**src/rtl/fft_pkg.sv**
```systemverilog
// ---------------------------------------------------------------------------
// fft_pkg
// Shared definitions for the radix-2 DIF FFT stage sequencer:
//   - default N / LOG2N / BF_LAT constants
//   - sequencer state encoding
//   - stage_bits(): width of the stage counter for a given LOG2N
//   - bitrev():     bit-reverse the low 'width' bits of a value
// Optional feature macro used by the files that import this package:
//   FFT_SEQ_SCALE_EN (per-stage result scaling strobe)
// ---------------------------------------------------------------------------
package fft_pkg;

    localparam int N_DEF      = 8;
    localparam int LOG2N_DEF  = 3;
    localparam int BF_LAT_DEF = 2;

    typedef enum logic [2:0] {
        ST_IDLE,
        ST_LOAD,
        ST_STAGE,
        ST_DRAIN,
        ST_UNLOAD,
        ST_DONE
    } seq_state_t;

    // The stage counter must hold 0..LOG2N-1; never narrower than one bit.
    function automatic int stage_bits(input int log2n);
        return (log2n > 1) ? $clog2(log2n) : 1;
    endfunction

    // LSBs of the input are shifted out one by one into the result's LSB,
    // so after 'width' steps the first bit taken sits at position width-1.
    function automatic logic [31:0] bitrev(input logic [31:0] value, input int width);
        logic [31:0] src;
        logic [31:0] res;
        src = value;
        res = '0;
        for (int i = 0; i < 32; i++) begin
            if (i < width) begin
                res = {res[30:0], src[0]};
                src = src >> 1;
            end
        end
        return res;
    endfunction

endpackage

```
**src/rtl/fft_stage_sequencer_if.sv**
```systemverilog
// ---------------------------------------------------------------------------
// fft_stage_sequencer_if
// Bundle between the FFT stage sequencer and the rest of the system
// (top-level control plus butterfly / register-file datapath).
//   master modport : the sequencer (samples start, drives everything else)
//   slave  modport : the system/datapath side
// Signals: start, busy, load_en, bf_valid, bf_addr_a, bf_addr_b, bf_tw_idx,
//          bf_wr_en, bf_wr_addr_a, bf_wr_addr_b, out_rd_addr, out_index,
//          output_valid, done
// With FFT_SEQ_SCALE_EN defined, also scale_mask (to sequencer) and
// bf_scale (from sequencer).
// ---------------------------------------------------------------------------
interface fft_stage_sequencer_if #(
    parameter int LOG2N = fft_pkg::LOG2N_DEF
);

    logic             start;
    logic             busy;
    logic             load_en;
    logic             bf_valid;
    logic [LOG2N-1:0] bf_addr_a;
    logic [LOG2N-1:0] bf_addr_b;
    logic [LOG2N-2:0] bf_tw_idx;
    logic             bf_wr_en;
    logic [LOG2N-1:0] bf_wr_addr_a;
    logic [LOG2N-1:0] bf_wr_addr_b;
    logic [LOG2N-1:0] out_rd_addr;
    logic [LOG2N-1:0] out_index;
    logic             output_valid;
    logic             done;
`ifdef FFT_SEQ_SCALE_EN
    logic [LOG2N-1:0] scale_mask;
    logic             bf_scale;

    modport master (
        input  start, scale_mask,
        output busy, load_en, bf_valid, bf_addr_a, bf_addr_b, bf_tw_idx,
               bf_wr_en, bf_wr_addr_a, bf_wr_addr_b, out_rd_addr, out_index,
               output_valid, done, bf_scale
    );

    modport slave (
        output start, scale_mask,
        input  busy, load_en, bf_valid, bf_addr_a, bf_addr_b, bf_tw_idx,
               bf_wr_en, bf_wr_addr_a, bf_wr_addr_b, out_rd_addr, out_index,
               output_valid, done, bf_scale
    );
`else
    modport master (
        input  start,
        output busy, load_en, bf_valid, bf_addr_a, bf_addr_b, bf_tw_idx,
               bf_wr_en, bf_wr_addr_a, bf_wr_addr_b, out_rd_addr, out_index,
               output_valid, done
    );

    modport slave (
        output start,
        input  busy, load_en, bf_valid, bf_addr_a, bf_addr_b, bf_tw_idx,
               bf_wr_en, bf_wr_addr_a, bf_wr_addr_b, out_rd_addr, out_index,
               output_valid, done
    );
`endif

endinterface

```
**src/rtl/fft_seq_addr_gen.sv**
```systemverilog
// ---------------------------------------------------------------------------
// fft_seq_addr_gen
// Combinational butterfly address generator for an in-place radix-2 DIF FFT.
// For stage s and butterfly k:
//   span = N >> (s+1), j = k mod span,
//   a = (k div span)*2*span + j, b = a + span, tw = j << s
// Because span is a power of two, div/mod reduce to masking and the
// "*2" is a one-bit left shift of the high part of k.
// Ports:
//   stage  in  current stage index
//   k      in  butterfly index within the stage
//   addr_a out operand/result A address
//   addr_b out operand/result B address
//   tw_idx out twiddle exponent
// ---------------------------------------------------------------------------
module fft_seq_addr_gen
    import fft_pkg::*;
#(
    parameter int LOG2N = LOG2N_DEF,
    parameter int SW    = stage_bits(LOG2N)
)(
    input  logic [SW-1:0]    stage,
    input  logic [LOG2N-2:0] k,
    output logic [LOG2N-1:0] addr_a,
    output logic [LOG2N-1:0] addr_b,
    output logic [LOG2N-2:0] tw_idx
);

    localparam logic [LOG2N-1:0] HALF  = {1'b1, {(LOG2N-1){1'b0}}};
    localparam logic [LOG2N-2:0] ALL1S = '1;

    logic [LOG2N-1:0] span;
    logic [LOG2N-2:0] low_mask;
    logic [LOG2N-2:0] j;

    // low_mask = span-1 computed directly in the narrow k width, since
    // (N/2-1) >> s equals (N >> (s+1)) - 1.
    always_comb begin
        span     = HALF >> stage;
        low_mask = ALL1S >> stage;
        j        = k & low_mask;
        addr_a   = {k & ~low_mask, 1'b0} | {1'b0, j};
        addr_b   = addr_a | span;
        tw_idx   = j << stage;
    end

endmodule

```
**src/rtl/fft_stage_sequencer.sv**
```systemverilog
// ---------------------------------------------------------------------------
// fft_stage_sequencer
// Sequences an in-place radix-2 DIF FFT of N points over one shared,
// pipelined butterfly unit: load, LOG2N stages of N/2 butterflies (each
// followed by a BF_LAT-cycle drain), bit-reversed unload, done pulse.
// Ports:
//   clk   in  rising-edge clock
//   reset in  asynchronous active-high reset, aborts any frame
//   bus   master modport of fft_stage_sequencer_if (see that file)
// Optional feature: FFT_SEQ_SCALE_EN adds scale_mask / bf_scale, where
// bf_scale = scale_mask[stage] (mask captured on the accepted start),
// aligned with bf_valid.
// All outputs are registered.
// ---------------------------------------------------------------------------
module fft_stage_sequencer
    import fft_pkg::*;
#(
    parameter int N      = N_DEF,
    parameter int LOG2N  = LOG2N_DEF,
    parameter int BF_LAT = BF_LAT_DEF
)(
    input logic                  clk,
    input logic                  reset,
    fft_stage_sequencer_if.master bus
);

    localparam int SW = stage_bits(LOG2N);
    localparam int DW = (BF_LAT > 1) ? $clog2(BF_LAT) : 1;

    localparam logic [SW-1:0]    STAGE_LAST = SW'(LOG2N - 1);
    localparam logic [LOG2N-2:0] K_LAST     = (LOG2N-1)'(N/2 - 1);
    localparam logic [LOG2N-1:0] U_LAST     = LOG2N'(N - 1);
    localparam logic [DW-1:0]    DRAIN_LAST = DW'(BF_LAT - 1);

    seq_state_t       state;
    logic [SW-1:0]    stage_cnt;
    logic [LOG2N-2:0] k_cnt;
    logic [DW-1:0]    drain_cnt;
    logic [LOG2N-1:0] unload_cnt;
    logic [LOG2N-1:0] unload_nxt;

    logic [SW-1:0]    gen_stage;
    logic [LOG2N-2:0] gen_k;
    logic             issue;
    logic [LOG2N-1:0] gen_a;
    logic [LOG2N-1:0] gen_b;
    logic [LOG2N-2:0] gen_tw;

    logic             busy_q;
    logic             load_en_q;
    logic             bf_valid_q;
    logic [LOG2N-1:0] bf_addr_a_q;
    logic [LOG2N-1:0] bf_addr_b_q;
    logic [LOG2N-2:0] bf_tw_q;
    logic [LOG2N-1:0] out_rd_addr_q;
    logic [LOG2N-1:0] out_index_q;
    logic             output_valid_q;
    logic             done_q;

    logic [BF_LAT-1:0] wb_valid;
    logic [LOG2N-1:0]  wb_addr_a [BF_LAT];
    logic [LOG2N-1:0]  wb_addr_b [BF_LAT];

`ifdef FFT_SEQ_SCALE_EN
    logic [LOG2N-1:0] scale_q;
    logic             bf_scale_q;
`endif

    // Counters hold the butterfly currently on the outputs; this block looks
    // one step ahead so the registered outputs carry the butterfly issued in
    // the next cycle. A drain that ends on a non-final stage issues the first
    // butterfly of the following stage.
    always_comb begin
        gen_stage = stage_cnt;
        gen_k     = k_cnt;
        issue     = 1'b0;
        case (state)
            ST_LOAD: begin
                gen_stage = '0;
                gen_k     = '0;
                issue     = 1'b1;
            end
            ST_STAGE: begin
                gen_k = k_cnt + (LOG2N-1)'(1);
                issue = (k_cnt != K_LAST);
            end
            ST_DRAIN: begin
                gen_stage = stage_cnt + SW'(1);
                gen_k     = '0;
                issue     = (drain_cnt == DRAIN_LAST) && (stage_cnt != STAGE_LAST);
            end
            default: begin
            end
        endcase
    end

    assign unload_nxt = unload_cnt + LOG2N'(1);

    fft_seq_addr_gen #(
        .LOG2N (LOG2N),
        .SW    (SW)
    ) u_addr_gen (
        .stage  (gen_stage),
        .k      (gen_k),
        .addr_a (gen_a),
        .addr_b (gen_b),
        .tw_idx (gen_tw)
    );

    // Main FSM with its counters and registered outputs. Addresses and unload
    // indices are forced to zero whenever their qualifying strobe is low.
    always_ff @(posedge clk or posedge reset) begin
        if (reset) begin
            state          <= ST_IDLE;
            stage_cnt      <= '0;
            k_cnt          <= '0;
            drain_cnt      <= '0;
            unload_cnt     <= '0;
            busy_q         <= 1'b0;
            load_en_q      <= 1'b0;
            bf_valid_q     <= 1'b0;
            bf_addr_a_q    <= '0;
            bf_addr_b_q    <= '0;
            bf_tw_q        <= '0;
            out_rd_addr_q  <= '0;
            out_index_q    <= '0;
            output_valid_q <= 1'b0;
            done_q         <= 1'b0;
`ifdef FFT_SEQ_SCALE_EN
            scale_q        <= '0;
            bf_scale_q     <= 1'b0;
`endif
        end else begin
            load_en_q      <= 1'b0;
            done_q         <= 1'b0;
            output_valid_q <= 1'b0;
            out_rd_addr_q  <= '0;
            out_index_q    <= '0;
            bf_valid_q     <= issue;
            bf_addr_a_q    <= issue ? gen_a  : '0;
            bf_addr_b_q    <= issue ? gen_b  : '0;
            bf_tw_q        <= issue ? gen_tw : '0;
`ifdef FFT_SEQ_SCALE_EN
            bf_scale_q     <= issue ? scale_q[gen_stage] : 1'b0;
`endif
            case (state)
                ST_IDLE: begin
                    if (bus.start) begin
                        state     <= ST_LOAD;
                        busy_q    <= 1'b1;
                        load_en_q <= 1'b1;
                        stage_cnt <= '0;
                        k_cnt     <= '0;
`ifdef FFT_SEQ_SCALE_EN
                        scale_q   <= bus.scale_mask;
`endif
                    end
                end
                ST_LOAD: begin
                    state     <= ST_STAGE;
                    stage_cnt <= '0;
                    k_cnt     <= '0;
                end
                ST_STAGE: begin
                    if (k_cnt == K_LAST) begin
                        state     <= ST_DRAIN;
                        drain_cnt <= '0;
                    end else begin
                        k_cnt <= k_cnt + (LOG2N-1)'(1);
                    end
                end
                ST_DRAIN: begin
                    if (drain_cnt == DRAIN_LAST) begin
                        if (stage_cnt == STAGE_LAST) begin
                            state          <= ST_UNLOAD;
                            unload_cnt     <= '0;
                            output_valid_q <= 1'b1;
                        end else begin
                            state     <= ST_STAGE;
                            stage_cnt <= stage_cnt + SW'(1);
                            k_cnt     <= '0;
                        end
                    end else begin
                        drain_cnt <= drain_cnt + DW'(1);
                    end
                end
                ST_UNLOAD: begin
                    if (unload_cnt == U_LAST) begin
                        state  <= ST_DONE;
                        busy_q <= 1'b0;
                        done_q <= 1'b1;
                    end else begin
                        unload_cnt     <= unload_nxt;
                        output_valid_q <= 1'b1;
                        out_index_q    <= unload_nxt;
                        out_rd_addr_q  <= LOG2N'(bitrev(32'(unload_nxt), LOG2N));
                    end
                end
                ST_DONE: begin
                    state <= ST_IDLE;
                end
                default: begin
                    state <= ST_IDLE;
                end
            endcase
        end
    end

    // Write-back delay line: the issued {a,b} reappear exactly BF_LAT cycles
    // later as the write strobe, matching the butterfly unit's latency.
    always_ff @(posedge clk or posedge reset) begin
        if (reset) begin
            wb_valid <= '0;
            for (int i = 0; i < BF_LAT; i++) begin
                wb_addr_a[i] <= '0;
                wb_addr_b[i] <= '0;
            end
        end else begin
            wb_valid[0]  <= bf_valid_q;
            wb_addr_a[0] <= bf_addr_a_q;
            wb_addr_b[0] <= bf_addr_b_q;
            for (int i = 1; i < BF_LAT; i++) begin
                wb_valid[i]  <= wb_valid[i-1];
                wb_addr_a[i] <= wb_addr_a[i-1];
                wb_addr_b[i] <= wb_addr_b[i-1];
            end
        end
    end

    assign bus.busy         = busy_q;
    assign bus.load_en      = load_en_q;
    assign bus.bf_valid     = bf_valid_q;
    assign bus.bf_addr_a    = bf_addr_a_q;
    assign bus.bf_addr_b    = bf_addr_b_q;
    assign bus.bf_tw_idx    = bf_tw_q;
    assign bus.bf_wr_en     = wb_valid[BF_LAT-1];
    assign bus.bf_wr_addr_a = wb_addr_a[BF_LAT-1];
    assign bus.bf_wr_addr_b = wb_addr_b[BF_LAT-1];
    assign bus.out_rd_addr  = out_rd_addr_q;
    assign bus.out_index    = out_index_q;
    assign bus.output_valid = output_valid_q;
    assign bus.done         = done_q;
`ifdef FFT_SEQ_SCALE_EN
    assign bus.bf_scale     = bf_scale_q;
`endif

endmodule

```
**src/flat_wrapper.sv**
```systemverilog
// flat-port wrapper written by rule: the top's interface ports become plain ports
module fft_stage_sequencer_flat import fft_pkg::*;
#(
    parameter int N      = N_DEF,
    parameter int LOG2N  = LOG2N_DEF,
    parameter int BF_LAT = BF_LAT_DEF
)
  (clk, reset, bus_start, bus_busy, bus_load_en, bus_bf_valid, bus_bf_addr_a, bus_bf_addr_b, bus_bf_tw_idx, bus_bf_wr_en, bus_bf_wr_addr_a, bus_bf_wr_addr_b, bus_out_rd_addr, bus_out_index, bus_output_valid, bus_done);
  fft_stage_sequencer_if #(.LOG2N(LOG2N)) bus_i ();
  input logic clk;
  input logic reset;
  input wire logic [$bits(bus_i.start)-1:0] bus_start;
  output wire logic [$bits(bus_i.busy)-1:0] bus_busy;
  output wire logic [$bits(bus_i.load_en)-1:0] bus_load_en;
  output wire logic [$bits(bus_i.bf_valid)-1:0] bus_bf_valid;
  output wire logic [$bits(bus_i.bf_addr_a)-1:0] bus_bf_addr_a;
  output wire logic [$bits(bus_i.bf_addr_b)-1:0] bus_bf_addr_b;
  output wire logic [$bits(bus_i.bf_tw_idx)-1:0] bus_bf_tw_idx;
  output wire logic [$bits(bus_i.bf_wr_en)-1:0] bus_bf_wr_en;
  output wire logic [$bits(bus_i.bf_wr_addr_a)-1:0] bus_bf_wr_addr_a;
  output wire logic [$bits(bus_i.bf_wr_addr_b)-1:0] bus_bf_wr_addr_b;
  output wire logic [$bits(bus_i.out_rd_addr)-1:0] bus_out_rd_addr;
  output wire logic [$bits(bus_i.out_index)-1:0] bus_out_index;
  output wire logic [$bits(bus_i.output_valid)-1:0] bus_output_valid;
  output wire logic [$bits(bus_i.done)-1:0] bus_done;
  assign bus_i.start = bus_start;
  assign bus_busy = bus_i.busy;
  assign bus_load_en = bus_i.load_en;
  assign bus_bf_valid = bus_i.bf_valid;
  assign bus_bf_addr_a = bus_i.bf_addr_a;
  assign bus_bf_addr_b = bus_i.bf_addr_b;
  assign bus_bf_tw_idx = bus_i.bf_tw_idx;
  assign bus_bf_wr_en = bus_i.bf_wr_en;
  assign bus_bf_wr_addr_a = bus_i.bf_wr_addr_a;
  assign bus_bf_wr_addr_b = bus_i.bf_wr_addr_b;
  assign bus_out_rd_addr = bus_i.out_rd_addr;
  assign bus_out_index = bus_i.out_index;
  assign bus_output_valid = bus_i.output_valid;
  assign bus_done = bus_i.done;
  fft_stage_sequencer #(.N(N), .LOG2N(LOG2N), .BF_LAT(BF_LAT)) u_core (.clk(clk), .reset(reset), .bus(bus_i));
endmodule
```
**config.mk**
```make
export PLATFORM = sky130hd
export DESIGN_NAME = fft_stage_sequencer_flat
export DESIGN_NICKNAME = d
export VERILOG_FILES = /design/src/rtl/fft_pkg.sv /design/src/rtl/fft_stage_sequencer_if.sv /design/src/rtl/fft_seq_addr_gen.sv /design/src/rtl/fft_stage_sequencer.sv /design/src/flat_wrapper.sv
export SDC_FILE = /design/constraint.sdc
export NUM_CORES = 1
export LEC_CHECK = 0
export CAP_MARGIN = 20
export CELL_PAD_IN_SITES_DETAIL_PLACEMENT = 1
export CELL_PAD_IN_SITES_GLOBAL_PLACEMENT = 2
export CORE_MARGIN = 4
export CORE_UTILIZATION = 34
export CTS_CLUSTER_SIZE = 12
export DETAILED_ROUTE_END_ITERATION = 12
export HOLD_SLACK_MARGIN = 0.08
export PLACE_DENSITY_LB_ADDON = 0.1
export SYNTH_ARGS = -nofsm -noshare
export SYNTH_HDL_FRONTEND = slang
export SYNTH_SLANG_ARGS = --single-unit
```
**constraint.sdc**
```tcl
create_clock -name clk -period 2.3 [get_ports clk]
set_clock_uncertainty 0.1 [all_clocks]
set_input_delay 0.69 -clock clk [delete_from_list [all_inputs] [get_ports clk]]
set_output_delay 0.69 -clock clk [all_outputs]
set_load 0.02 [all_outputs]
```
; Yosys cells after proc, flatten, opt, wreduce, memory -nomap -nowiden
; Index checks and enable logic that the tools add are counted.
; Widths: inputs -> output; s select.
[classes]
add_sub_neg = 4
n_eq_ne = 17
shifts = 3
mux = 42
bitwise = 5
n_reduce_logical = 14
[op_table]
columns = cell, count
row1 = $mux 3, 14
row2 = $pmux 3 s5, 1
row3 = $mux 2, 7
row4 = $ne 2x2->1 const B, 6
row5 = $reduce_and 4->1, 3
row6 = $mux 1, 11
row7 = $ne 2x1->1 const B, 4
row8 = $pmux 2 s2, 2
row9 = $pmux 2 s4, 1
row10 = $eq 3x2->1 const B, 2
row11 = $eq 3x3->1 const B, 2
row12 = $pmux 1 s2, 3
row13 = $pmux 2 s3, 1
row14 = $pmux 3 s2, 1
row15 = $reduce_bool 2->1, 3
row16 = $reduce_and 5->1, 1
row17 = $add 2x1->2 const B, 2
row18 = $and 2x2->2, 2
row19 = $eq 2x2->1 const B, 2
row20 = $reduce_bool 4->1, 1
row21 = $add 3x1->3 const B, 1
row22 = $eq 3x1->1 const B, 1
row23 = $logic_not 3->1, 1
row24 = $or 3x2->3, 1
row25 = 12 further kinds, 12
[word_totals]
regBits = 44
in_bits = 3
output_inout_bits = 26
elab_cells = 105

; Logic depth before layout (Yosys ltp)
; Gate-level depths: netlist of run 1.
[depth]
word_depth = 8
mapped_depth = 6

; Modules after synthesis
; Synthesis of run 1 repeated with hierarchy kept, for this count alone.
[unflattened]
hier_cells = 139
hier_area_um2 = 1746.7
[modules_own_cells]
columns = mod, instances, cells_per_inst, area_per_inst_um2
row1 = fft_stage_sequencer, 1, 125, 1650.3
row2 = fft_seq_addr_gen, 1, 14, 96.3

; Worst setup path before layout of run 1
; Ideal clock, no wire load.
[synth_timing]
path_kind = reg2reg
startpoint = reg u_core.stage_cnt[0]
endpoint = reg u_core.k_cnt[0]
setup_time_ns = 0.121
arrival_time_ns = 1.444
slack_ns = 0.635
stages_incl_launch_ff = 7
path_buffers = 0
period_less_slack_ns = 1.665
cell_sequence = dfrtp_1 inv_1 ha_1 nand2b_1 a311oi_2 nand2_1 a22o_1
[synth_via]
elab_chain_len = 3
[synth_lines]
columns = element, line
row1 = start: declaration, fft_stage_sequencer.sv:36  ; logic [SW-1:0] stage_cnt;
row2 = start signal: assignment, fft_stage_sequencer.sv:180  ; stage_cnt <= stage_cnt + SW'(1);
row3 = $eq 2x2->1, fft_stage_sequencer.sv:174  ; if (stage_cnt == STAGE_LAST) begin
row4 = $ne 2x2->1 (no source line), n/a
row5 = $reduce_and 5->1 (no source line), n/a
row6 = end signal: assignment, fft_stage_sequencer.sv:169  ; k_cnt <= k_cnt + (LOG2N-1)'(1);
row7 = end: declaration, fft_stage_sequencer.sv:37  ; logic [LOG2N-2:0] k_cnt;
; No other way between the ends.
; A chain may end at the register's enable or synchronous reset.

; Final worst setup path of run 1
[layout_timing]
startpoint = reg u_core.busy_q (netlist: u_core.bus.busy)
endpoint = out bus_busy
[layout_lines]
columns = element, line
row1 = start: declaration, fft_stage_sequencer.sv:49  ; logic busy_q;
row2 = start signal: assignment, fft_stage_sequencer.sv:119  ; busy_q <= 1'b0;
row3 = start signal: assignment, fft_stage_sequencer.sv:150  ; busy_q <= 1'b1;
row4 = start signal: assignment, fft_stage_sequencer.sv:190  ; busy_q <= 1'b0;
row5 = end: declaration, flat_wrapper.sv:13  ; output wire logic [$bits(bus_i.busy)-1:0] bus_busy;
; No word-level cell between the ends.

==> results of run 1 <==
## final cells by class
cell class / count / area, sq um / share of cell area
Clock buffer: 5 / 68.82 / 0.03280
Clock inverter: 3 / 65.06 / 0.03101
Inverter: 4 / 15.01 / 0.007156
Multi-Input combinational cell: 81 / 536.8 / 0.2558
Sequential cell: 41 / 1026 / 0.4890
Tap cell: 67 / 83.83 / 0.03995
Timing Repair Buffer: 31 / 302.8 / 0.1443
## per-layer routing
layer | vias to the layer above | wire, um | global-route usage
li1 | 525 | - | -
met1 | 554 | 1490 | 0.1507
met2 | 26 | 1558 | 0.2003
met3 | 7 | 201 | 0.04128
met4 | 0 | 67 | 0.05769
met5 | - | 0 | 0
## synth_stat cells
cell	number
dfrtp_1	41
nor2_1	14
nand2_1	12
buf_4	11
a21oi_1	5
ha_1	4
inv_1	4
a22o_1	3
and2_1	3
nand2b_1	3
nor3_1	3
o21ai_0	3
a211oi_1	2
a21o_1	2
and3_1	2
nand3_1	2
nor3b_1	2
o2bb2ai_1	2
a21boi_0	1
a21oi_2	1
a221o_1	1
a221o_2	1
a221oi_2	1
a2bb2oi_2	1
a311oi_1	1
a311oi_2	1
a31oi_1	1
and4bb_2	1
buf_6	1
clkbuf_1	1
mux2_2	1
mux2i_1	1
nand3b_1	1
nor2b_1	1
nor2b_2	1
o21ai_1	1
o21bai_2	1
o22ai_1	1
or3b_1	1
## power by group
| part | switching, W | internal (W) | leakage (nW) |
|---|---|---|---|
| registers | 0.000177 | 0.000970 | 0.508 |
| clock network | 0.000247 | 0.000431 | 0.0681 |
| logic | 0.000685 | 0.000560 | 0.363 |
| total | 0.00111 | 0.00196 | 0.939 |
## flip-flops by register name, summed over array words and instances, names as in the netlist, 2 cells and up
signal	cells
u_core.bus.bf_wr_addr_a	3
u_core.k_cnt	2
u_core.bus.bf_wr_addr_b	3
u_core.bus.bf_addr_a	3
u_core.wb_addr_a	3
u_core.wb_addr_b	3
u_core.state	3
u_core.stage_cnt	2
u_core.bus.bf_tw_idx	2
u_core.wb_valid	2
u_core.bus.out_rd_addr	3
u_core.bus.bf_addr_b	3
u_core.unload_cnt	3
## cell families (layout without fill, tap and decap cells)
group           after synthesis  count (layout)
simple gates                 46              46
flops                        41              41
compound gates               29              29
buf+inv                      17              43
fa+ha+maj                     4               4
mux                           2               2
## stage by stage
| stage | setup slack [ns] | hold WS, ns | cells | util | area (sq um) |
|---|---|---|---|---|---|
| floorplan | 0.5640 | 0.2312 | 139 | - | 1675 |
| finish | 0.2334 | 0.2502 | 232 | 0.4413 | 2098 |
| global placement | 0.1174 | 0.2322 | 224 | 0.4132 | 1964 |
| CTS | 0.2127 | 0.2542 | 232 | 0.4413 | 2098 |
| global route | 0.1916 | 0.2694 | 232 | 0.4413 | 2098 |
| detailed placement | 0.05962 | 0.2356 | 224 | 0.4132 | 1964 |
## final timing paths
kind / start / to / slack [ns] / depth (start not counted)
max reg2reg: u_core.stage_cnt[0] / u_core.k_cnt[0] / 0.44 / 6
min reg2reg: u_core.wb_addr_a[4] / u_core.bus.bf_wr_addr_a[1] / 0.25 / 0
max in group asynchronous: reset / u_core.unload_cnt[1] / 1.02 / 3
min in group asynchronous: reset / u_core.bus.out_rd_addr[0] / 0.73 / 3
min: u_core.wb_addr_a[4] / u_core.bus.bf_wr_addr_a[1] / 0.25 / 0
max: u_core.bus.busy / bus_busy / 0.23 / 1
==> flow_metrics.py, run 1 <==
metrics = {
    "status": {
        "outcome": "finished, final reports clean",
    },
    "synthesis": {
        "synthSimpleGateAreaFrac": 0.1382,
        "synth_area_in_compound_gates": 0.1397,
        "share_of_yosys_cell_area_claimed_by_the_top_area_cell_type": 0.6124,
        "number_of_distinct_library_cells_after_synthesis": 39,
        "ys_seq_elements": 41,
        "synth_top_family_by_area": "compound AO/OA/AOI/OAI gates",
        "synth_xor_xnor_area_share": 0,
        "synth-seq-area-share": 0.6124,
        "postSynthAreaPerCell_sq_um": 12.05,
        "yosys-mux-area-fraction": 0.01270,
        "synth.top_cells.by_area": "dfrtp_1, buf_4, nor2_1",
        "synth_adder_area_share": 0.02987,
        "post_synth_inst_count": 139,
        "synth_warn": 0,
        "synth_largest_area_cell": "dfrtp_1",
        "syn-num-nets": 146,
        "synth.cell_area_sq_mm": 0.001675,
    },
    "global_route": {
        "pin_count_of_the_biggest_net_entering_global_routing": 42,
        "first_global_vias": 1188,
        "initial_antenna_violation_count": 0,
        "gr-total-overflow": 0,
        "grt_usage": 0.1244,
        "global_route_wire_length_before_repair_mm": 5.865,
    },
    "detailed_routing": {
        "drtIter0Drc": 14,
        "wirelength_mm": 3.317,
        "detail_route.first_pass.iterations": 3,
        "route.detailed.drc": 0,
        "post_drt_via_cell_ratio": 4.793,
        "antenna_violating_nets_post_route": 0,
        "number_of_vias_after_detailed_routing": 1112,
        "post_drt_wl_per_cell_um": 14.30,
    },
    "sta": {
        "worst_slew_pin_slew_ns": 0.5099,
        "finalWorstPathRequiredPeriod_ns": 2.067,
        "timing.max_slew.rel_slack": 0.6600,
        "period_share": 0.8985,
        "finalMaxSlewViolations": 0,
        "max_frequency_mhz": 483.9,
        "hold_viol_final": 0,
        "number_of_failing_setup_endpoints_in_the_final_timing_report": 0,
        "timing.setup.tns_ns": 0,
        "rsz0062_at_grt": "no",
    },
    "die": {
        "floorplan.die.height_um": 78.20,
        "die_w_um": 78.20,
        "top_ports": 29,
        "floorplan.rows": 25,
        "initial_core_util": 0.3524,
        "floorplan.die_area_sq_mm": 0.006114,
        "floorplan.core_area_sq_mm": 0.004755,
    },
    "place": {
        "place.detailed.hpwl_mm": 2.371,
        "portBuffers": 28,
        "globalplace.congestion": 0.7481,
    },
    "final_layout": {
        "final_layout_size_suffix_gt1_frac": 0.1212,
        "layout_common_cells": "dfrtp_1, clkdlybuf4s50_1, nor2_1",
        "syn_to_final_growth_pct": 25.24,
        "most_frequent_standard_cell_in_the_layout_excluding_fill_and_tap_cells": "dfrtp_1",
        "layout.filler_cells": 519,
        "antenna-diode-count": 0,
        "design.final.nets": 171,
    },
    "cts": {
        "post_cts.repair.setup_buffers": 0,
        "clock_sinks": 41,
        "cts_root_buffer": "clkbuf_8",
        "ctsLongestPathBuffers": 2,
        "worst_setup_hold_path_clk_slew_ns": 0.08,
        "cts_hold_buf": 0,
        "htreeDepth": 2,
        "cts_made_buffers": 5,
        "ctsResizeCount": 0,
        "clock_latency_ns": 0.29,
        "cts_tree": "done",
    },
    "power_and_ir_drop": {
        "irDropWorstVdd_mv": 0.4563,
        "fin_total_pwr_w": 0.003069,
        "power.density_mw_per_mm2": 1463,
        "p_leak_nw": 0.9388,
    },
    "worst_setup_path": {
        "required_time_worst_endpoint_ns": 1.51,
        "critical_path.endpoint_type": "output port",
        "crit_path_start_kind": "register",
        "arrival_ns": 1.28,
        "critical_path.max_stage_delay_ns": 0.61,
        "critical_path_class": "register to output port",
        "critical_path_peak_fanout": 3,
        "critical-path-slowest-cell": "clkdlybuf4s50_1",
        "critical_path_buf_inv_count": 1,
        "worstPathCellList": "clkdlybuf4s50_1",
        "cell_type_group_with_the_largest_total_delay_on_the_critical_path": "buffers and inverters",
    },
    "min_path": {
        "hold_class": "register to register",
    },
    "flow_run": {
        "maxCapViolations": 0,
    },
}
(Power assumes the default switching activity.)
==> run 2, diff against run 1 <==
--- a/config.mk
+++ b/config.mk
@@ -9,11 +9,12 @@
 export CELL_PAD_IN_SITES_DETAIL_PLACEMENT = 1
 export CELL_PAD_IN_SITES_GLOBAL_PLACEMENT = 2
 export CORE_MARGIN = 4
-export CORE_UTILIZATION = 34
+export CORE_UTILIZATION = 35
 export CTS_CLUSTER_SIZE = 12
 export DETAILED_ROUTE_END_ITERATION = 12
-export HOLD_SLACK_MARGIN = 0.08
+export HOLD_SLACK_MARGIN = 0.12
 export PLACE_DENSITY_LB_ADDON = 0.1
 export SYNTH_ARGS = -nofsm -noshare
 export SYNTH_HDL_FRONTEND = slang
+export SYNTH_HIERARCHICAL = 1
 export SYNTH_SLANG_ARGS = --single-unit
==> run 2 against run 1 <==
Against the previous run: largest cell class unchanged; die area rose by 1.2%; sequential share of layout area fell by 0.52 points; combinational power rose by 10%; routed wire length rose by 1.4%; synthesized cell count did not move; power fell by 3.0%; hold slack improved by 0.00061 ns; highest routed layer unchanged.
==> flow_metrics.py, run 2 <==
metrics = {
    "final_layout": {
        "final_cells": 232,
        "design.final.nets": 171,
        "antenna-diode-count": 0,
        "share_of_the_core_filled_with_cells_in_the_final_layout": 0.4431,
        "most_frequent_standard_cell_in_the_layout_excluding_fill_and_tap_cells": "dfrtp_1",
        "layout_common_cells": "dfrtp_1, clkdlybuf4s50_1, and2_1",
        "syn_to_final_growth_pct": 21.42,
        "final_cell_area_sq_mm": 0.002121,
        "final_layout_size_suffix_gt1_frac": 0.1273,
    },
    "synthesis": {
        "ys_seq_elements": 41,
        "synth.cell_area_sq_mm": 0.001747,
        "synth_warn": 6,
        "synth.top_cells.by_area": "dfrtp_1, buf_4, and2_1",
        "netlist_top_cells_count": "dfrtp_1, buf_4, and2_1, inv_1",
        "share_of_yosys_cell_area_claimed_by_the_top_area_cell_type": 0.5874,
        "async_flop_share": 1.000,
        "synth_enable_flop_cells": 0,
        "synth-seq-area-share": 0.5874,
        "number_of_distinct_library_cells_after_synthesis": 38,
        "postSynthAreaPerCell_sq_um": 12.57,
        "post_synth_inst_count": 139,
        "dominantRegCellSynth": "dfrtp_1",
        "post-synth-top-count-cell": "dfrtp_1",
        "syn-num-nets": 146,
        "synth_largest_area_cell": "dfrtp_1",
    },
    "cts": {
        "cts_root_buffer": "clkbuf_8",
        "cts_hold_buf": 0,
        "ctsResizeCount": 0,
        "worst_setup_hold_path_clk_slew_ns": 0.08,
        "ctsLongestPathBuffers": 2,
        "post_cts.repair.setup_buffers": 0,
        "clock_latency_ns": 0.30,
        "cts_tree": "done",
        "cts_made_buffers": 5,
        "clock_sinks": 41,
        "htreeDepth": 2,
    },
    "power_and_ir_drop": {
        "irDropWorstVdd_mv": 0.4530,
        "p_leak_nw": 0.9430,
        "power.density_mw_per_mm2": 1403,
    },
    "flow_run": {
        "maxCapViolations": 0,
    },
    "worst_setup_path": {
        "critical_path_class": "register to output port",
        "critical_path.endpoint_type": "output port",
        "critical_path.max_stage_delay_ns": 0.63,
        "cell_type_group_with_the_largest_total_delay_on_the_critical_path": "buffers and inverters",
        "crit_path_start_kind": "register",
        "critical-path-slowest-cell": "clkdlybuf4s50_1",
        "critical_path_buf_inv_count": 1,
        "critical_path_peak_fanout": 2,
        "required_time_worst_endpoint_ns": 1.51,
        "worstPathCellList": "clkdlybuf4s50_1",
        "arrival_ns": 1.27,
    },
    "place": {
        "post_dp_cell_area_sq_mm": 0.002031,
        "portBuffers": 28,
        "globalplace.congestion": 0.7510,
        "placed_cells_incl_taps": 224,
        "place.detailed.hpwl_mm": 2.448,
    },
    "sta": {
        "timing.setup.tns_ns": 0,
        "timing.max_slew.rel_slack": 0.5421,
        "hold_viol_final": 0,
        "finalWorstPathRequiredPeriod_ns": 2.060,
        "worst_slew_pin_slew_ns": 0.6822,
        "period_share": 0.8958,
        "max_frequency_mhz": 485.3,
        "rsz0062_at_grt": "no",
        "finalMaxSlewViolations": 0,
        "number_of_failing_setup_endpoints_in_the_final_timing_report": 0,
    },
    "global_route": {
        "grt_usage": 0.1227,
        "initial_antenna_violation_count": 0,
        "global_route_wire_length_before_repair_mm": 5.775,
        "pin_count_of_the_biggest_net_entering_global_routing": 42,
        "gr-total-overflow": 0,
        "first_global_vias": 1140,
    },
    "die": {
        "floorplan.die.height_um": 78.65,
        "floorplan.die_area_sq_mm": 0.006185,
        "floorplan.core_area_sq_mm": 0.004786,
        "initial_core_util": 0.3650,
        "top_ports": 29,
        "floorplan.rows": 25,
        "die_w_um": 78.65,
    },
    "detailed_routing": {
        "wirelength_mm": 3.363,
        "route.detailed.drc": 0,
        "post_drt_wl_per_cell_um": 14.50,
        "drtIter0Drc": 65,
        "post_drt_via_cell_ratio": 4.560,
        "antenna_violating_nets_post_route": 0,
        "detail_route.first_pass.iterations": 4,
        "number_of_vias_after_detailed_routing": 1058,
    },
    "status": {
        "outcome": "finished, final reports clean",
    },
    "min_path": {
        "hold_class": "register to register",
    },
}
## run 2: changes by cell type after synthesis, moves of 3 or more
cell	delta
nand2_1	-6
nor2_1	-9
nor3_1	-3
and2_1	+6
o21ai_1	+5
inv_1	+4
## run 2: per-layer routing
layer	up-vias	global-route usage	routed length [um]
li1	514	-	-
met1	519	0.1446	1433
met2	21	0.2063	1736
met3	4	0.03670	151
met4	0	0.05245	42
met5	-	0	0
## run 2: cell families (layout without fill, tap and decap cells)
logic type                 after synthesis  count (layout)  synth area share
buffers and inverters                   22              48           0.08023
and+or+nand+nor                         41              41            0.1669
AOI/OAI and AO/OA                       28              28            0.1196
DFF                                     41              41            0.5874
muxes                                    3               3           0.01719
adders and majority gates                4               4           0.02865
## run 2: worst paths after layout
kind | from | endpoint | slack [ns] | cells after the start
worst max-delay path | u_core/bus.bf_addr_b[2] | bus_bf_addr_b[2] | 0.24 | 1
worst min-delay path | u_core/wb_addr_a[3] | u_core/bus.bf_wr_addr_a[0] | 0.25 | 0
worst max register to register | u_core/state[2] | u_core/bus.bf_addr_a[1] | 0.38 | 6
worst min register to register | u_core/wb_addr_a[3] | u_core/bus.bf_wr_addr_a[0] | 0.25 | 0
max in group asynchronous | reset | u_core/bus.bf_addr_a[2] | 1.02 | 3
min in group asynchronous | reset | u_core/bus.load_en | 0.73 | 3
## run 2: area by class of cell
type	instances	area, sq um
fillers	519	2665
clock inverters	3	21.27
well taps	67	83.83
repair buffers	32	310.3
clock buffers	5	68.82
inverters	8	30.03
flip-flops and latches	41	1026
multi-input cells	76	580.6
## run 2: through the flow
stage	setup WS (ns)	power, W	hold slack, ns
after CTS	0.2179	0.003044	0.2543
final	0.2396	0.002976	0.2508
after global placement	0.3044	0.002505	0.2322
after detailed placement	0.2771	0.002547	0.2356
after global routing	0.1813	0.003242	0.2632
after floorplan	0.5640	0.002159	0.2312
## run 2: power breakdown
group,switching [W],internal [W],total [W]
sequential,0.000150,0.000974,0.00112
clock,0.000265,0.000215,0.000480
combinational,0.000716,0.000656,0.00137
